## config.mk

```make
export PLATFORM = sky130hd
export DESIGN_NAME = binary_to_bcd_converter
export DESIGN_NICKNAME = d
export VERILOG_FILES = /design/src/rtl/binary_to_bcd_converter_pkg.sv /design/src/rtl/binary_to_bcd_converter_bcd_add3_digit.sv /design/src/rtl/binary_to_bcd_converter.sv
export SDC_FILE = /design/constraint.sdc
export NUM_CORES = 1
export LEC_CHECK = 0
export BUFFER_PORTS_ARGS = -buffer_cell sky130_fd_sc_hd__buf_2
export CORE_MARGIN = 4
export CORE_UTILIZATION = 50
export CTS_BUF_LIST = sky130_fd_sc_hd__clkbuf_4 sky130_fd_sc_hd__clkbuf_8 sky130_fd_sc_hd__clkbuf_16
export CTS_CLUSTER_SIZE = 30
export DETAILED_ROUTE_END_ITERATION = 6
export PLACE_DENSITY = 0.76
export RECOVER_POWER = 25
export SYNTH_ARGS = -nofsm -noshare
export SYNTH_HDL_FRONTEND = slang
export SYNTH_SLANG_ARGS = --single-unit
```

## constraint.sdc

```tcl
create_clock -name I_CLK -period 3.2 [get_ports I_CLK]
set_input_delay 0.32 -clock I_CLK [delete_from_list [all_inputs] [get_ports I_CLK]]
set_output_delay 0.32 -clock I_CLK [all_outputs]
set_load 0.005 [all_outputs]
```

## src/rtl/binary_to_bcd_converter_pkg.sv

```systemverilog
// Shared constants for the binary-to-BCD converter: FSM state encoding,
// BCD nibble width and a helper for sizing the bit counter.
package binary_to_bcd_converter_pkg;

  localparam int BCD_NIBBLE_W = 4;

  localparam logic [1:0] ST_IDLE  = 2'd0;
  localparam logic [1:0] ST_SHIFT = 2'd1;
  localparam logic [1:0] ST_DONE  = 2'd2;

  // Counter must hold P_WIDTH-1; a 1-bit input still needs a 1-bit counter.
  function automatic int cnt_width(input int width);
    return (width > 1) ? $clog2(width) : 1;
  endfunction

endpackage

```

## src/rtl/binary_to_bcd_converter_bcd_add3_digit.sv

```systemverilog
// Double-dabble correction for one BCD digit: values 5..9 get +3 so that the
// following left shift carries correctly into the next decimal digit.
module bcd_add3_digit
  import binary_to_bcd_converter_pkg::*;
(
  input  logic [BCD_NIBBLE_W-1:0] digit_i,
  output logic [BCD_NIBBLE_W-1:0] digit_o
);

  // Only 5..9 are corrected, so the sum never exceeds 12 and cannot overflow.
  always_comb begin
    if (digit_i >= 4'd5) digit_o = digit_i + 4'd3;
    else                 digit_o = digit_i;
  end

endmodule

```

## src/rtl/binary_to_bcd_converter.sv

```systemverilog
// Iterative double-dabble converter: one input bit per clock, start/ready/done
// handshake. O_BCD is registered and only updated on completion so a display
// driven from it never shows intermediate scratch values.
//
// state    | meaning
// ---------+----------------------------------------------------------
// IDLE     | ready for a new request, O_READY=1
// SHIFT    | P_WIDTH add-3/shift iterations in progress
// DONE     | publish scratch to O_BCD and pulse O_DONE, then back to IDLE
module binary_to_bcd_converter
  import binary_to_bcd_converter_pkg::*;
#(
  parameter int P_WIDTH  = 16,
  parameter int P_DIGITS = 5
) (
  input  logic                             I_CLK,
  input  logic                             I_NRESET,
  input  logic                             I_START,
  input  logic [P_WIDTH-1:0]               I_BINARY,
  output logic                             O_READY,
  output logic                             O_DONE,
  output logic [BCD_NIBBLE_W*P_DIGITS-1:0] O_BCD
);

  localparam int BW = BCD_NIBBLE_W * P_DIGITS;
  localparam int CW = cnt_width(P_WIDTH);
  localparam logic [CW-1:0] CNT_LOAD = CW'(P_WIDTH - 1);

  logic [1:0]         state_q, state_d;
  logic [P_WIDTH-1:0] shift_q, shift_d;
  logic [BW-1:0]      scratch_q, scratch_d;
  logic [BW-1:0]      scratch_adj;
  logic [CW-1:0]      cnt_q, cnt_d;
  logic [BW-1:0]      bcd_q, bcd_d;
  logic               done_q, done_d;

  // All digits are corrected in parallel before each shift.
  for (genvar g = 0; g < P_DIGITS; g++) begin : g_add3
    bcd_add3_digit u_add3 (
      .digit_i (scratch_q[g*BCD_NIBBLE_W +: BCD_NIBBLE_W]),
      .digit_o (scratch_adj[g*BCD_NIBBLE_W +: BCD_NIBBLE_W])
    );
  end

  // Next-state and datapath update for the conversion FSM.
  always_comb begin
    state_d   = state_q;
    shift_d   = shift_q;
    scratch_d = scratch_q;
    cnt_d     = cnt_q;
    bcd_d     = bcd_q;
    done_d    = 1'b0;
    case (state_q)
      ST_IDLE: begin
        if (I_START) begin
          shift_d   = I_BINARY;
          scratch_d = '0;
          cnt_d     = CNT_LOAD;
          state_d   = ST_SHIFT;
        end
      end
      ST_SHIFT: begin
        {scratch_d, shift_d} = {scratch_adj, shift_q} << 1;
        cnt_d = cnt_q - 1'b1;
        if (cnt_q == '0) begin
          cnt_d   = '0;
          state_d = ST_DONE;
        end
      end
      ST_DONE: begin
        bcd_d   = scratch_q;
        done_d  = 1'b1;
        state_d = ST_IDLE;
      end
      default: state_d = ST_IDLE;
    endcase
  end

  // State registers; reset discards any in-flight conversion.
  always_ff @(posedge I_CLK or negedge I_NRESET) begin
    if (!I_NRESET) begin
      state_q   <= ST_IDLE;
      shift_q   <= '0;
      scratch_q <= '0;
      cnt_q     <= '0;
      bcd_q     <= '0;
      done_q    <= 1'b0;
    end else begin
      state_q   <= state_d;
      shift_q   <= shift_d;
      scratch_q <= scratch_d;
      cnt_q     <= cnt_d;
      bcd_q     <= bcd_d;
      done_q    <= done_d;
    end
  end

  assign O_READY = (state_q == ST_IDLE);
  assign O_DONE  = done_q;
  assign O_BCD   = bcd_q;

endmodule

```

* Word level (Yosys, flattened, before mapping)
Cells that the tools add are included.
Storage, ports and cells: register bits 63, word-level logic and storage cells 42, output and inout bits 22
Cells by class: magnitude comparators 5, eq/ne operators 4, reductions and logical operators 5, mux-type cells 16, add/sub/neg operators 6
Operators by type and width (number):
- case mux 20 bit (2 select lines) | 1
- case mux 16 bit (2 select lines) | 1
- two-way mux 4 bit | 6
- >= comparator 4 x 3 -> 1 bit, second input constant | 5
- two-way mux 20 bit | 1
- adder 4 x 2 -> 4 bit, second input constant | 4
- two-way mux 16 bit | 1
- case mux 4 bit (2 select lines) | 1
- logical NOT 4 bit | 1
- two-way mux 2 bit | 2
- != test 2 bit, second input constant | 2
- case mux 2 bit (2 select lines) | 1
- AND reduction 2 bit | 2
- subtractor 4 x 1 -> 4 bit, second input constant | 1
- adder 3 x 2 -> 3 bit, second input constant | 1
- two-way mux 3 bit | 1
- == test 2 x 1 -> 1 bit, second input constant | 1
- == test 2 bit, second input constant | 1
- logical NOT 2 bit | 1
- nonzero test 2 bit | 1
- two-way mux 1 bit | 1

* Longest topological paths before layout
word-level depth 3, mapped depth 6, depth with buffers taken out 6

* Cells and area by module
Synthesis repeated with hierarchy kept, for this count alone.
Second synthesis, totals: cell total of the unflattened synthesis 289, area total of the unflattened synthesis 3258.1 um^2
Modules (own cells, without submodules):
- binary_to_bcd_converter | cells each 209, area each 2751.4 um^2, instances 1
- bcd_add3_digit | cells each 16, area each 101.3 um^2, instances 5

* Least setup slack after synthesis
Ideal clock, no wire load.
path type register -> register, start point register scratch_q[8], end point register scratch_q[9], stages on the path, launching flop included 7, setup slack 1.882 ns, data arrival time 1.189 ns, library setup time 0.128 ns, required time 3.072 ns, cells stage by stage dfrtp_1 > inv_1 > ha_1 > nand2b_1 > a21oi_1 > xnor2_1 > o22ai_1
Between the ends: word-level cells in the longest chain between the ends 3, elaborated cells between the ends (all ways) 4
Ends and longest elaborated chain:
- from (decl) | line binary_to_bcd_converter.sv:31 | logic [BW-1:0] scratch_q, scratch_d;
- from (signal assigned) | line binary_to_bcd_converter.sv:91 | scratch_q <= scratch_d;
- adder 4 x 2 -> 4 bit or >= comparator 4 x 3 -> 1 bit (tied branches) | line binary_to_bcd_converter_bcd_add3_digit.sv:12 | if (digit_i >= 4'd5) digit_o = digit_i + 4'd3;
- two-way mux 4 bit (*) | line binary_to_bcd_converter_bcd_add3_digit.sv:12
- case mux 20 bit (2 select lines) (*) | line binary_to_bcd_converter.sv:53 | case (state_q)
Every way passes the cells marked *; elsewhere a longest branch is shown, timed or not. A chain may end at the register's enable or synchronous reset.

* Worst setup path after layout
start point register state_q[1], end point register bcd_q[3] (netlist: O_BCD[3])
Between the ends: word-level cells in the longest chain between the ends 1
Ends and longest elaborated chain:
- from (decl) | line binary_to_bcd_converter.sv:29 | logic [1:0] state_q, state_d;
- from (signal assigned) | line binary_to_bcd_converter.sv:89 | state_q <= state_d;
- == test 2 bit | line binary_to_bcd_converter.sv:53
- to (signal assigned) | line binary_to_bcd_converter.sv:86 | bcd_q <= '0;
- to (signal assigned) | line binary_to_bcd_converter.sv:93 | bcd_q <= bcd_d;
- to (decl) | line binary_to_bcd_converter.sv:34 | logic [BW-1:0] bcd_q, bcd_d;
No other way between the ends.

==> key figures <==
Run status
  • Status: completed

Finish
  • # fillers: 487
  • Synthesis-to-layout area growth: 13.6%
  • Final core utilization: 59.9%
  • Area occupied by multi-input gates: 0.00126 mm^2
  • Design Area, Final: 0.00338 mm^2
  • Most frequent cells in the layout: dfrtp_1, buf_2, o21ai_0
  • Net count reported at finish: 348
  • Commonest non-fill, non-tap cell in the layout: dfrtp_1
  • Antenna diode count: 0
  • Layout cells sized above 1: between 20% and 30%
  • Storage cell area: 0.00158 mm^2

STA
  • Unrepaired setup endpoints after global routing: false
  • Final hold vios: 0
  • Min Tclk post-route: roughly 1.9 ns
  • Fin. max-slew vios: 0
  • Final period util: between 50% and 60%
  • Total negative slack: 0 ns
  • Final setup vio count: 0
  • Slew HR: 31.0%
  • PnR worst setup slack: 1.30 ns
  • Fmax: 527 MHz
  • Clock skew: 0.00904 ns
  • Tightest Pin Transition: roughly 1.0 ns
  • Fin Hold WS: 0.163 ns

Global route
  • First-pass GRT wire length: 10,000 um
  • Largest net degree at the start of global routing: 48
  • Gr usage total: 17.3%
  • Vias in the first global route: approximately 2.2k
  • Initial antenna violation count: 0
  • Grt ovf: 0

Setup path
  • Crit path kind: reg -> reg
  • Max stage delay on crit path: 0.84 ns
  • Reg2reg start: state_q[1]
  • Worst-path maximum fanout: 31
  • Worst Setup EP: O_BCD[3]
  • RR Endpoint: O_BCD[3]
  • Worst EP arrival: about 2.1 ns
  • CP Cell Sequence: nand2b_2 > mux2_2
  • Flop2flop setup slack: 1.30 ns
  • Worst path depth: 2
  • Worst Setup SP: state_q[1]
  • CP Capture Type: flop
  • CP delay by family, top: flip-flops
  • CP startpoint kind: flop
  • R2R depth: 2
  • Required @ worst endpoint: between 3 and 4 ns
  • Crit path buf inv count: 0
  • Slowest stage cell, crit path: dfrtp_1

Placed design
  • Post-DP Area: 0.00318 mm^2
  • Dpl hpwl: 3800 um
  • IO buf count: 40
  • Placer congestion estimate: 0.785
  • Setup WS pre-CTS: 1.28 ns

Drt
  • Wire per inst: 14.6 um
  • First-pass iteration count of the detailed router: 4
  • Initial drt markers: 97
  • Remaining DRCs: 0
  • Vias: 2,188
  • ANT nets after route: 0
  • Vias/cell: between 5 and 6
  • Total routed wirelength: 5760 um

Clock network
  • CTS H-Tree Depth: 3
  • Post_cts resized: 0
  • Clock sink total: 63
  • Worst-path clk slew: 0.07 ns
  • CTS Root Cell: clkbuf_8
  • Hold_buf cts: 0
  • CTS Buf Count: 9
  • Clock latency on the worst-skew pair: 0.34 ns
  • Post-CTS Setup Bufs: 0
  • Max Root-Sink Buffers: 2
  • CTS tree: done

Floorplan
  • Rows: 27
  • Boundary pin count: between 40 and 50
  • Die W: 85.1 um
  • Die ar.: 0.00725 mm^2
  • Initial Util: 52.7%
  • Core box area: 0.00564 mm^2
  • Die Y: 85.1 um

Worst hold path
  • HP Class: in -> async

Logic synthesis
  • #FFs+latches synth: 63
  • Seq/Total Area, Yosys: a little over half
  • Top cell type by total area after synthesis: dfrtp_1
  • Synth Instances: 283
  • Syn Std Cell Area: 0.00298 mm^2
  • Post-Syn Nets: 312
  • Top post-synthesis cells by area: dfrtp_1, o21ai_0, and3b_1
  • Syn avg cell area: 10.5 um^2
  • Synth cell types: 32
  • YS warnings: 0
  • Synth top area share: 53.0%

Power
  • Pwr dens: slightly below 1000 mW/mm^2
  • Leakage: ~1.7 nW
  • Peak supply drop: 0.000399 V

Job
  • Maxcap violations: 0
worst min path at each step:
stage	start	to	slack [ns]	depth (start not counted)
final	I_NRESET	shift_q[2]	0.16	1
after global routing	I_NRESET	state_q[1]	0.25	1
after CTS	I_NRESET	shift_q[2]	0.19	1
after detailed placement	O_BCD[12]	O_BCD[12]	0.47	2
after global placement	O_BCD[12]	O_BCD[12]	0.46	2
after floorplan	I_NRESET	O_BCD[0]	0.02	0
logic make-up (layout without fill, tap and decap cells):
logic type | after synthesis | after routing | synth area share (%)
buffers and inverters | 29 | 69 | 4.79
DFF | 63 | 63 | 53.0
AOI/OAI and AO/OA | 87 | 87 | 17.7
and+or+nand+nor | 76 | 76 | 14.1
xor gates and xnor gates | 8 | 8 | 2.36
muxes | 10 | 10 | 3.78
adders and majority gates | 10 | 10 | 4.21
state kept, by name, summed over array words and instances, names as in the netlist:
signal	flops
O_BCD	20
scratch_q	20
shift_q	16
cnt_q	4
O_DONE	1
state_q	2
worst reg2reg max path: stages, from the launching register on:
cell and delay [ns]:
dfrtp_1 0.84, nand2b_2 0.52, mux2_2 0.43
metrics by stage:
stage,std cells,power [mW]
after floorplan,283,2.33
after global placement,380,2.59
after detailed placement,380,2.67
after CTS,395,3.36
after global routing,395,3.60
final,395,3.33
power by group:
group          switching (mW)  internal [mW]
Sequential              0.253           1.12
Clock                   0.299          0.394
Combinational           0.699          0.564
cells in the mapped netlist (all sizes together):
cell type / n
a21oi: 23
nor2: 7
xor2: 3
nor3: 2
nand2b: 7
dfrtp: 63
o311ai: 5
or3: 1
o21ai: 37
o32ai: 3
o22ai: 7
o31ai: 5
buf: 14
and2b: 1
nand2: 34
a32o: 5
nand3: 6
a22oi: 1
o21bai: 1
mux2: 10
ha: 10
nor3b: 1
clkbuf: 3
nor2b: 2
and3b: 15
inv: 12
xnor2: 5
cell type report:
| type | count | area share (%) |
|---|---|---|
| Tap cell | 72 | 2.67 |
| Multi-Input combinational cell | 191 | 37.2 |
| Inverter | 12 | 1.33 |
| Clock buffer | 11 | 4.48 |
| Timing Repair Buffer | 42 | 6.37 |
| Clock inverter | 4 | 1.33 |
| Sequential cell | 63 | 46.6 |
layer usage:
metal	GRT usage [%]	vias up	part of all wire (%)
met5	0	-	0
met4	8.49	0	1.9
met3	5.05	10	4.5
met2	27.2	39	48
met1	21.7	1060	46
li1	-	1079	-
(Power assumes the default switching activity.)
